$ cat src/rtl/pc_fetch_ctrl.sv
// pc_fetch_ctrl
//   Owns the program counter and sequences instruction fetch. A FETCH/WAIT/ISSUE
//   state machine issues requests to instruction memory, captures the returned
//   word, and holds it for decode until it is consumed. On consume, the next PC
//   comes from jr > jmp > br_taken > sequential.
//
//   Handshake: imem_req stays high with a constant imem_addr until imem_ack is
//   seen. imem_ack is ignored whenever imem_req is low. An instruction is
//   consumed in a cycle with instr_valid=1, dec_ready=1 and stall=0. Redirect
//   inputs are sampled only in that cycle.
//
//   Optional build macro: PC_FETCH_DELAY_SLOT_EN enables MIPS delay-slot
//   semantics. A redirect is held as a pending target and applied after the
//   next (slot) instruction is consumed.
//
// Ports:
//   clk, rst            clock, async active-high reset
//   imem_req/addr       fetch request and address (address = pc)
//   imem_ack/rdata      memory response
//   instr_valid/instr/instr_pc  instruction presented to decode
//   dec_ready, stall    consume control
//   br_taken/br_imm16, jmp/jmp_idx, jr/jr_target   redirect sources
//   addr_err            pulse in the consume cycle of a misaligned jr
//   pc                  current PC register
//   state_dbg           FSM state (0=FETCH, 1=WAIT, 2=ISSUE)
module pc_fetch_ctrl #(
  parameter logic [31:0] RESET_PC = 32'h00400000,
  parameter logic [31:0] EXC_VEC  = 32'h00400004
) (
  input  logic        clk,
  input  logic        rst,
  output logic        imem_req,
  output logic [31:0] imem_addr,
  input  logic        imem_ack,
  input  logic [31:0] imem_rdata,
  output logic        instr_valid,
  output logic [31:0] instr,
  output logic [31:0] instr_pc,
  input  logic        dec_ready,
  input  logic        stall,
  input  logic        br_taken,
  input  logic [15:0] br_imm16,
  input  logic        jmp,
  input  logic [25:0] jmp_idx,
  input  logic        jr,
  input  logic [31:0] jr_target,
  output logic        addr_err,
  output logic [31:0] pc,
  output logic [1:0]  state_dbg
);

  typedef enum logic [1:0] {
    S_FETCH = 2'd0,
    S_WAIT  = 2'd1,
    S_ISSUE = 2'd2
  } state_t;

  state_t      state;
  logic        consume;
  logic        jr_misaligned;
  logic [31:0] seq_pc;
  logic [31:0] br_off;
  logic [31:0] redir_pc;
  logic [31:0] next_pc;

  always_comb begin
    consume       = (state == S_ISSUE) && dec_ready && !stall;
    seq_pc        = instr_pc + 32'd4;
    // Word offset: sign-extend the 16-bit immediate and scale by 4.
    br_off        = {{14{br_imm16[15]}}, br_imm16, 2'b00};
    jr_misaligned = jr && (jr_target[1:0] != 2'b00);
    redir_pc      = seq_pc;
    if (jr)            redir_pc = jr_misaligned ? EXC_VEC : jr_target;
    else if (jmp)      redir_pc = {seq_pc[31:28], jmp_idx, 2'b00};
    else if (br_taken) redir_pc = seq_pc + br_off;
  end

  // Request is a function of state, gated by reset so it drops the moment
  // reset asserts and returns on the first cycle after release.
  assign imem_req  = !rst && (state != S_ISSUE);
  assign imem_addr = pc;
  assign state_dbg = state;

`ifdef PC_FETCH_DELAY_SLOT_EN
  logic        pend_valid;
  logic [31:0] pend_pc;
  logic        redir;

  always_comb begin
    redir    = jr || jmp || br_taken;
    // Slot instruction: apply the stored target; its own redirects are ignored.
    next_pc  = pend_valid ? pend_pc : seq_pc;
    addr_err = consume && !pend_valid && jr_misaligned;
  end

  always_ff @(posedge clk or posedge rst) begin
    if (rst) begin
      pend_valid <= 1'b0;
      pend_pc    <= 32'd0;
    end else if (consume) begin
      if (pend_valid) begin
        pend_valid <= 1'b0;
      end else if (redir) begin
        pend_valid <= 1'b1;
        pend_pc    <= redir_pc;
      end
    end
  end
`else
  always_comb begin
    next_pc  = redir_pc;
    addr_err = consume && jr_misaligned;
  end
`endif

  always_ff @(posedge clk or posedge rst) begin
    if (rst) begin
      state       <= S_FETCH;
      pc          <= RESET_PC;
      instr_valid <= 1'b0;
      instr       <= 32'd0;
      instr_pc    <= 32'd0;
    end else begin
      case (state)
        S_FETCH, S_WAIT: begin
          if (imem_ack) begin
            instr       <= imem_rdata;
            instr_pc    <= pc;
            instr_valid <= 1'b1;
            state       <= S_ISSUE;
          end else begin
            state <= S_WAIT;
          end
        end
        S_ISSUE: begin
          if (consume) begin
            pc          <= next_pc;
            instr_valid <= 1'b0;
            state       <= S_FETCH;
          end
        end
        default: state <= S_FETCH;
      endcase
    end
  end

endmodule

$ cat config.mk
export PLATFORM = sky130hd
export DESIGN_NAME = pc_fetch_ctrl
export DESIGN_NICKNAME = d
export VERILOG_FILES = /design/src/rtl/pc_fetch_ctrl.sv
export SDC_FILE = /design/constraint.sdc
export NUM_CORES = 1
export LEC_CHECK = 0
export BUFFER_PORTS_ARGS = -buffer_cell sky130_fd_sc_hd__buf_4
export CORE_ASPECT_RATIO = 1.5
export CORE_MARGIN = 3
export CORE_UTILIZATION = 40
export CTS_BUF_LIST = sky130_fd_sc_hd__clkbuf_16
export DETAILED_ROUTE_END_ITERATION = 7
export PLACE_DENSITY = 0.75
export SYNTH_ARGS = -nofsm -noshare
export SYNTH_HDL_FRONTEND = slang
export SYNTH_SLANG_ARGS = --single-unit
$ cat constraint.sdc
create_clock -name clk -period 6.21 [get_ports clk]
set_input_delay 0.621 -clock clk [delete_from_list [all_inputs] [get_ports clk]]
set_output_delay 0.621 -clock clk [all_outputs]
set_load 0.005 [all_outputs]
==> metrics.txt, run 1 <==
status=finished, final reports clean; pre-CTS setup slack=2230 ps; P&R area growth vs syn=31.0%; worst hold path class=in2async; TNS Setup=0 ps; Cell Area, Synth=6760 µm²; count of cell types in the netlist=69; post-synth top area share=0.363; category of the most critical setup path=reg2reg; period utilisation layout=0.660; R2R Path Start=instr_pc[4]; RePlAce Congestion=0.950; largest net degree at the start of global routing=76; final WL=23600 µm; Final Util=0.540; initial DRC count=427; dpl cells=1108; Mean Syn Cell Area=9.43 µm²; R2R depth=15; H-tree levels=3; share of layout cells above drive strength 1=0.377; vias in the first global route=6373; DRT Pass-1 Iters=6; CTS tree=yes; Crit. End Element=flip-flop; DRC errors left=0; slowest stage delay, CP=480 ps; first-pass GRT wire length=35300 µm; Comb power frac=0.539; Clock transition at path regs=80 ps; total gr overflow=0; clk sinks=99; Clock Latency Late Sink=350 ps; GRT Overall Usage=0.244; cell taking the most area after synthesis=dfrtp_1; worst rel slew slack=0.212; Least-Margin Pin Slew=1180 ps; initial antenna violation count=0; internal power=2.39 mW; via count=6387; min Tclk post-route=4100 ps; IO Pins=247; ant diodes=0; FMAX=0.244 GHz; Switch Pwr=1.66 mW; Post-CTS Resized=0; Post-Place Cell Area=8540 µm²; RSZ-0062 raised after global routing=false; ANT nets after route=0; DIE AREA=18500 µm²; Synth async-reset ratio=1.00; Hold Vio Cnt, Final=0; flops & latches, synth=99; PD cells=458 nW/µm²; IO Port Bufs=246; synth top area cells=dfrtp_1, mux2_2, ha_1; clk_skew=12.4 ps; core area=16400 µm²; LEAKAGE=4.27 nW; setup ws final=2110 ps; nets=1065; flop2flop setup slack=2110 ps; Slew Limit Fails=0; slowest CP cell=dfrtp_1; WP data required=6430 ps; Syn Nets=869; Clk pwr share=0.149; routed len/inst=21.0 µm; Synth Flop Type=dfrtp_1; fin cells=1124; Critical Path AT=4320 ps; setup violators final=0; Sw Ratio=0.410; final hold slack=238 ps; Yosys warnings=0; CTS Hold Bufs=0; crit-path most repeated cell=a211o_1; Max Cap Viol=0; worst reg2reg endpoint=imem_addr[29]; WP buf/inv=0; CTS Buffer Depth=2; clk root buf=clkbuf_16; cts bufs inserted=9; Post-synth EDFFs=0; critical path cell sequence=and4_4, nand4_4, nor3_2, nand4_1, xnor2_1, ha_1, a21o_1, a211o_1, a31oi_1, nor3b_1, a211o_1, nand3_1, o41ai_2, xor2_1, o22ai_1; Die X=112 µm; Crit path max-delay family=simple AND/OR/NAND/NOR gates; Post-CTS Setup Inserts=0; post-DP HPWL=18300 µm; sequential share of power=0.312; Die H=165 µm; Layout Cell Area excl Fill=8860 µm²; Cell Rows=57; CP startpoint kind=flip-flop; Mapped Cells=717; Max IR drop VDD=0.000228 V; sequential share of the synthesized area=0.367; starting density of the core=0.412; via-per-instance ratio=5.68; total power=4.06 mW; Crit Path Max Fanout=10
[cells in the final DEF (no fill, tap or decap), drive strengths merged, types with 19 or more instances in the layout]
cell type  instances
inv               19
nand3             22
xnor2             38
nor2              51
o21ai             50
a21oi             43
buf              251
a21o              22
dfrtp             98
ha                37
nand2             66
mux2              63
[cell families after synthesis]
kind of cell    share of synthesized area
compound gates                      0.183
simple gates                        0.136
flops                               0.367
buf+inv                            0.0640
mux                                 0.111
xor+xnor                           0.0685
fa+ha+maj                          0.0715
[synth_stat cells, types with 2 or more instances]
master	number
a211o_1	3
nor3_1	7
nand2b_1	4
a22oi_1	15
o21ai_0	45
mux2i_1	4
o22ai_1	3
and2_1	3
a221o_1	2
nor2_1	51
or3_1	3
nand2_1	66
clkbuf_1	30
ha_1	37
dfrtp_1	98
a21o_1	22
o21bai_1	6
buf_1	2
nand3_1	21
o31ai_1	2
o21a_1	2
buf_4	32
a21oi_1	43
nand4_1	10
o21ai_1	4
a222oi_1	2
xor2_1	14
nor2b_1	4
a211oi_1	7
o211ai_1	5
a221oi_1	4
inv_1	15
and3_1	7
o221ai_1	2
xnor2_1	37
nor4_1	2
mux2_2	63
a31oi_1	9
[worst max-delay path by stage]
stage / start / to / slack (ps) / cells after the start
finish: instr_pc[4] / imem_addr[29] / 2110 / 15
global route: instr_pc[4] / imem_addr[29] / 1870 / 15
floorplan: instr_pc[4] / imem_addr[29] / 2700 / 16
CTS: instr_pc[4] / imem_addr[29] / 2180 / 15
global placement: instr_pc[4] / imem_addr[30] / 2310 / 14
detailed placement: instr_pc[4] / imem_addr[29] / 2230 / 15
[metal layers]
| metal | global-route usage | routed length (µm) |
|---|---|---|
| met3 | 0.0423 | 1550 |
| met2 | 0.444 | 12300 |
| met4 | 0.0886 | 731 |
| met5 | 0 | 0 |
| met1 | 0.288 | 9030 |
[layout make-up]
| type | count | area [µm²] |
|---|---|---|
| timing repair buffer | 251 | 1880 |
| sequential | 99 | 2480 |
| inverter | 15 | 58.8 |
| fill | 1527 | 7550 |
| clock inverter | 7 | 91.3 |
| tap | 206 | 258 |
| multi-input combinational | 537 | 3860 |
| clock buffer | 9 | 225 |
[worst register-to-register path, stage by stage, from the launching register on]
cell	delay (ps)
dfrtp_1	480
and4_4	300
nand4_4	160
nor3_2	340
nand4_1	170
xnor2_1	260
ha_1	370
a21o_1	200
a211o_1	290
a31oi_1	200
nor3b_1	290
a211o_1	200
nand3_1	130
o41ai_2	250
xor2_1	230
o22ai_1	100
[sequential cells by signal (all words and copies together), names as in the netlist]
signal       flops
imem_addr       32
instr           32
instr_pc        32
state_dbg        2
instr_valid      1
[power groups by stage]
| stage | registers (mW) | clock network [mW] | logic [mW] |
|---|---|---|---|
| global route | 1.30 | 0.642 | 2.38 |
| global placement | 1.26 | 0 | 2.16 |
| finish | 1.26 | 0.606 | 2.19 |
| floorplan | 1.18 | 0 | 1.35 |
| CTS | 1.26 | 0.618 | 2.19 |
| detailed placement | 1.27 | 0 | 2.18 |
Note: power is estimated with default switching activity, not from simulation.
==> run 2, diff against run 1 <==
- PLACE_DENSITY: 0.75 -> 0.77
- clock period: 6.21 -> 3.6 ns (I/O delays scaled with it)
==> metrics.txt, run 2 (same netlist as run 1, synthesis figures left out) <==
period utilisation layout=0.974 (+0.313); flop2flop setup slack=90 ps (-2010 ps); clk_skew=10.8 ps (-1.56 ps); H-tree levels=3 (unchanged); status=finished, final reports clean; vias in the first global route=6890 (+8.1%); CTS Buffer Depth=2 (unchanged); Switch Pwr=3.05 mW (+83%); initial DRC count=472 (+11%); CP startpoint kind=flip-flop; final hold slack=158 ps (-80.0 ps); commonest non-fill, non-tap cell in the layout=buf_4; clk root buf=clkbuf_16; category of the most critical setup path=reg2reg; routed len/inst=21.1 µm (+0.24%); Crit Path Max Fanout=5 (-5); fin cells=1178 (+4.8%); Comb power frac=0.584 (+0.045); RSZ-0062 raised after global routing=true; Max IR drop VDD=0.000398 V (+75%); WP data required=3820 ps (-2610 ps); dpl cells=1157 (+4.4%); Cell Rows=57 (unchanged); worst hold path class=in2reg; Die X=112 µm (unchanged); Die H=165 µm (unchanged); R2R Path Start=instr_pc[4]; PD cells=789 nW/µm² (+72%); min Tclk post-route=3510 ps (-596 ps); first-pass GRT wire length=37200 µm (+5.6%); Clock Latency Late Sink=360 ps (about the same); GRT Overall Usage=0.261 (+0.0174); initial antenna violation count=0 (unchanged); most frequent cells in the layout=buf_4, dfrtp_1, nand2_1; DRT Pass-1 Iters=7 (+1); total power=7.42 mW (+83%); FMAX=0.285 GHz (+17%); ant diodes=0 (unchanged); DIE AREA=18500 µm² (unchanged); Critical Path AT=3730 ps (-590 ps); TNS Setup=0 ps (unchanged); clk sinks=99 (unchanged); Clk pwr share=0.133 (-0.016); RePlAce Congestion=1.02 (+7.2%); post-DP HPWL=19600 µm (+7.3%); via-per-instance ratio=5.58 (-1.7%); total gr overflow=0 (unchanged); ANT nets after route=0 (unchanged); Slew Limit Fails=0 (unchanged); sequential share of power=0.283 (-0.029); Least-Margin Pin Slew=911 ps (-266 ps); setup violators final=0 (unchanged); crit path launch=instr_pc[4]; cts bufs inserted=9 (unchanged); R2R depth=15 (unchanged); internal power=4.38 mW (+83%); worst reg2reg endpoint=imem_addr[31]; CTS tree=yes; largest net degree at the start of global routing=75 (-1.3%); IO Pins=247 (unchanged); IO Port Bufs=246 (unchanged); via count=6578 (+3.0%); Crit. End Element=flip-flop; nets=1119 (+5.1%); Setup crit end=imem_addr[31]; LEAKAGE=4.58 nW (+7.2%); DRC errors left=0 (unchanged); core area=16400 µm² (unchanged); P&R area growth vs syn=39.3%; Max Cap Viol=0 (unchanged); Sw Ratio=0.410 (+0.000605); final WL=24800 µm (+5.1%); worst rel slew slack=0.392 (+0.180); share of layout cells above drive strength 1=0.431 (+0.0542); Clock transition at path regs=80 ps (about the same); CTS Hold Bufs=0 (unchanged); starting density of the core=0.412 (unchanged); Final Util=0.574 (+0.0339); Hold Vio Cnt, Final=0 (unchanged)
[run 2: changes by cell type in the layout (fill, tap and decap cells not counted), moves of 3 or more]
cell | previous run | this run
xnor2_1 | 37 | 33
a21oi_1 | 43 | 40
o21ai_1 | 4 | 7
buf_4 | 251 | 303
o21ai_0 | 45 | 42
xnor2_2 | 1 | 5
ha_1 | 37 | 33
[run 2: worst min path at each step]
| stage | from | endpoint | slack, ps | cells past startpoint |
|---|---|---|---|---|
| after floorplan | imem_ack | state_dbg[0] | 420 | 1 |
| after global placement | instr_valid | instr_valid | 480 | 2 |
| final | imem_ack | state_dbg[0] | 160 | 2 |
| after detailed placement | instr_valid | instr_valid | 490 | 2 |
| after CTS | imem_ack | state_dbg[0] | 150 | 2 |
| after global routing | imem_ack | state_dbg[0] | 140 | 2 |
[run 2: what timing repair did]
item	CTS	global route
cloned	0	0
pin swaps	1	12
setup endpoints to repair	7	13
setup buffers	1	4
gates resized for setup	2	28
[run 2: cell type report]
type                            count  area [µm²]
Fill cell                        1481        6990
Multi-Input combinational cell    537        4020
Sequential cell                    99        2480
Timing Repair Buffer              305        2310
Tap cell                          206         258
Clock buffer                        9         225
Clock inverter                      7        71.3
Inverter                           15        58.8
[run 2: critical path: stages (launching register included)]
cell,delay (ps)
dfrtp_1,350
and4_4,270
nand4_4,140
nor4_4,410
nand3_2,140
xnor2_2,160
ha_1,350
a21o_1,270
o21bai_1,200
a21oi_2,230
a211o_1,150
nand4b_1,160
nand3_1,130
nor3b_4,190
xnor2_1,140
o21ai_1,80
[run 2: power by group through the flow]
stage          Clock [mW]  Combinational, mW  Sequential, mW
5_1_grt              1.06               4.71            2.17
4_1_cts              1.01               4.20            2.10
6_report            0.988               4.33            2.10
2_1_floorplan           0               2.32            2.04
3_3_place_gp            0               4.11            2.10
3_5_place_dp            0               4.16            2.12
[run 2: per-layer routing]
layer	GRT usage	routed length (µm)	vias to the layer above	share of wire
met5	0	0	-	0
met4	0.128	1170	0	0.047
met3	0.0543	1770	67	0.071
met2	0.474	12900	337	0.52
met1	0.290	8950	3120	0.36
li1	-	-	3054	-
[run 2: through the flow]
stage / instance area (µm²) / worst slack, ps
floorplan: 6760 / 94.4
global placement: 8920 / -93.8
detailed placement: 8920 / -153
CTS: 9240 / 24.6
global route: 9410 / -103
finish: 9410 / 94.3
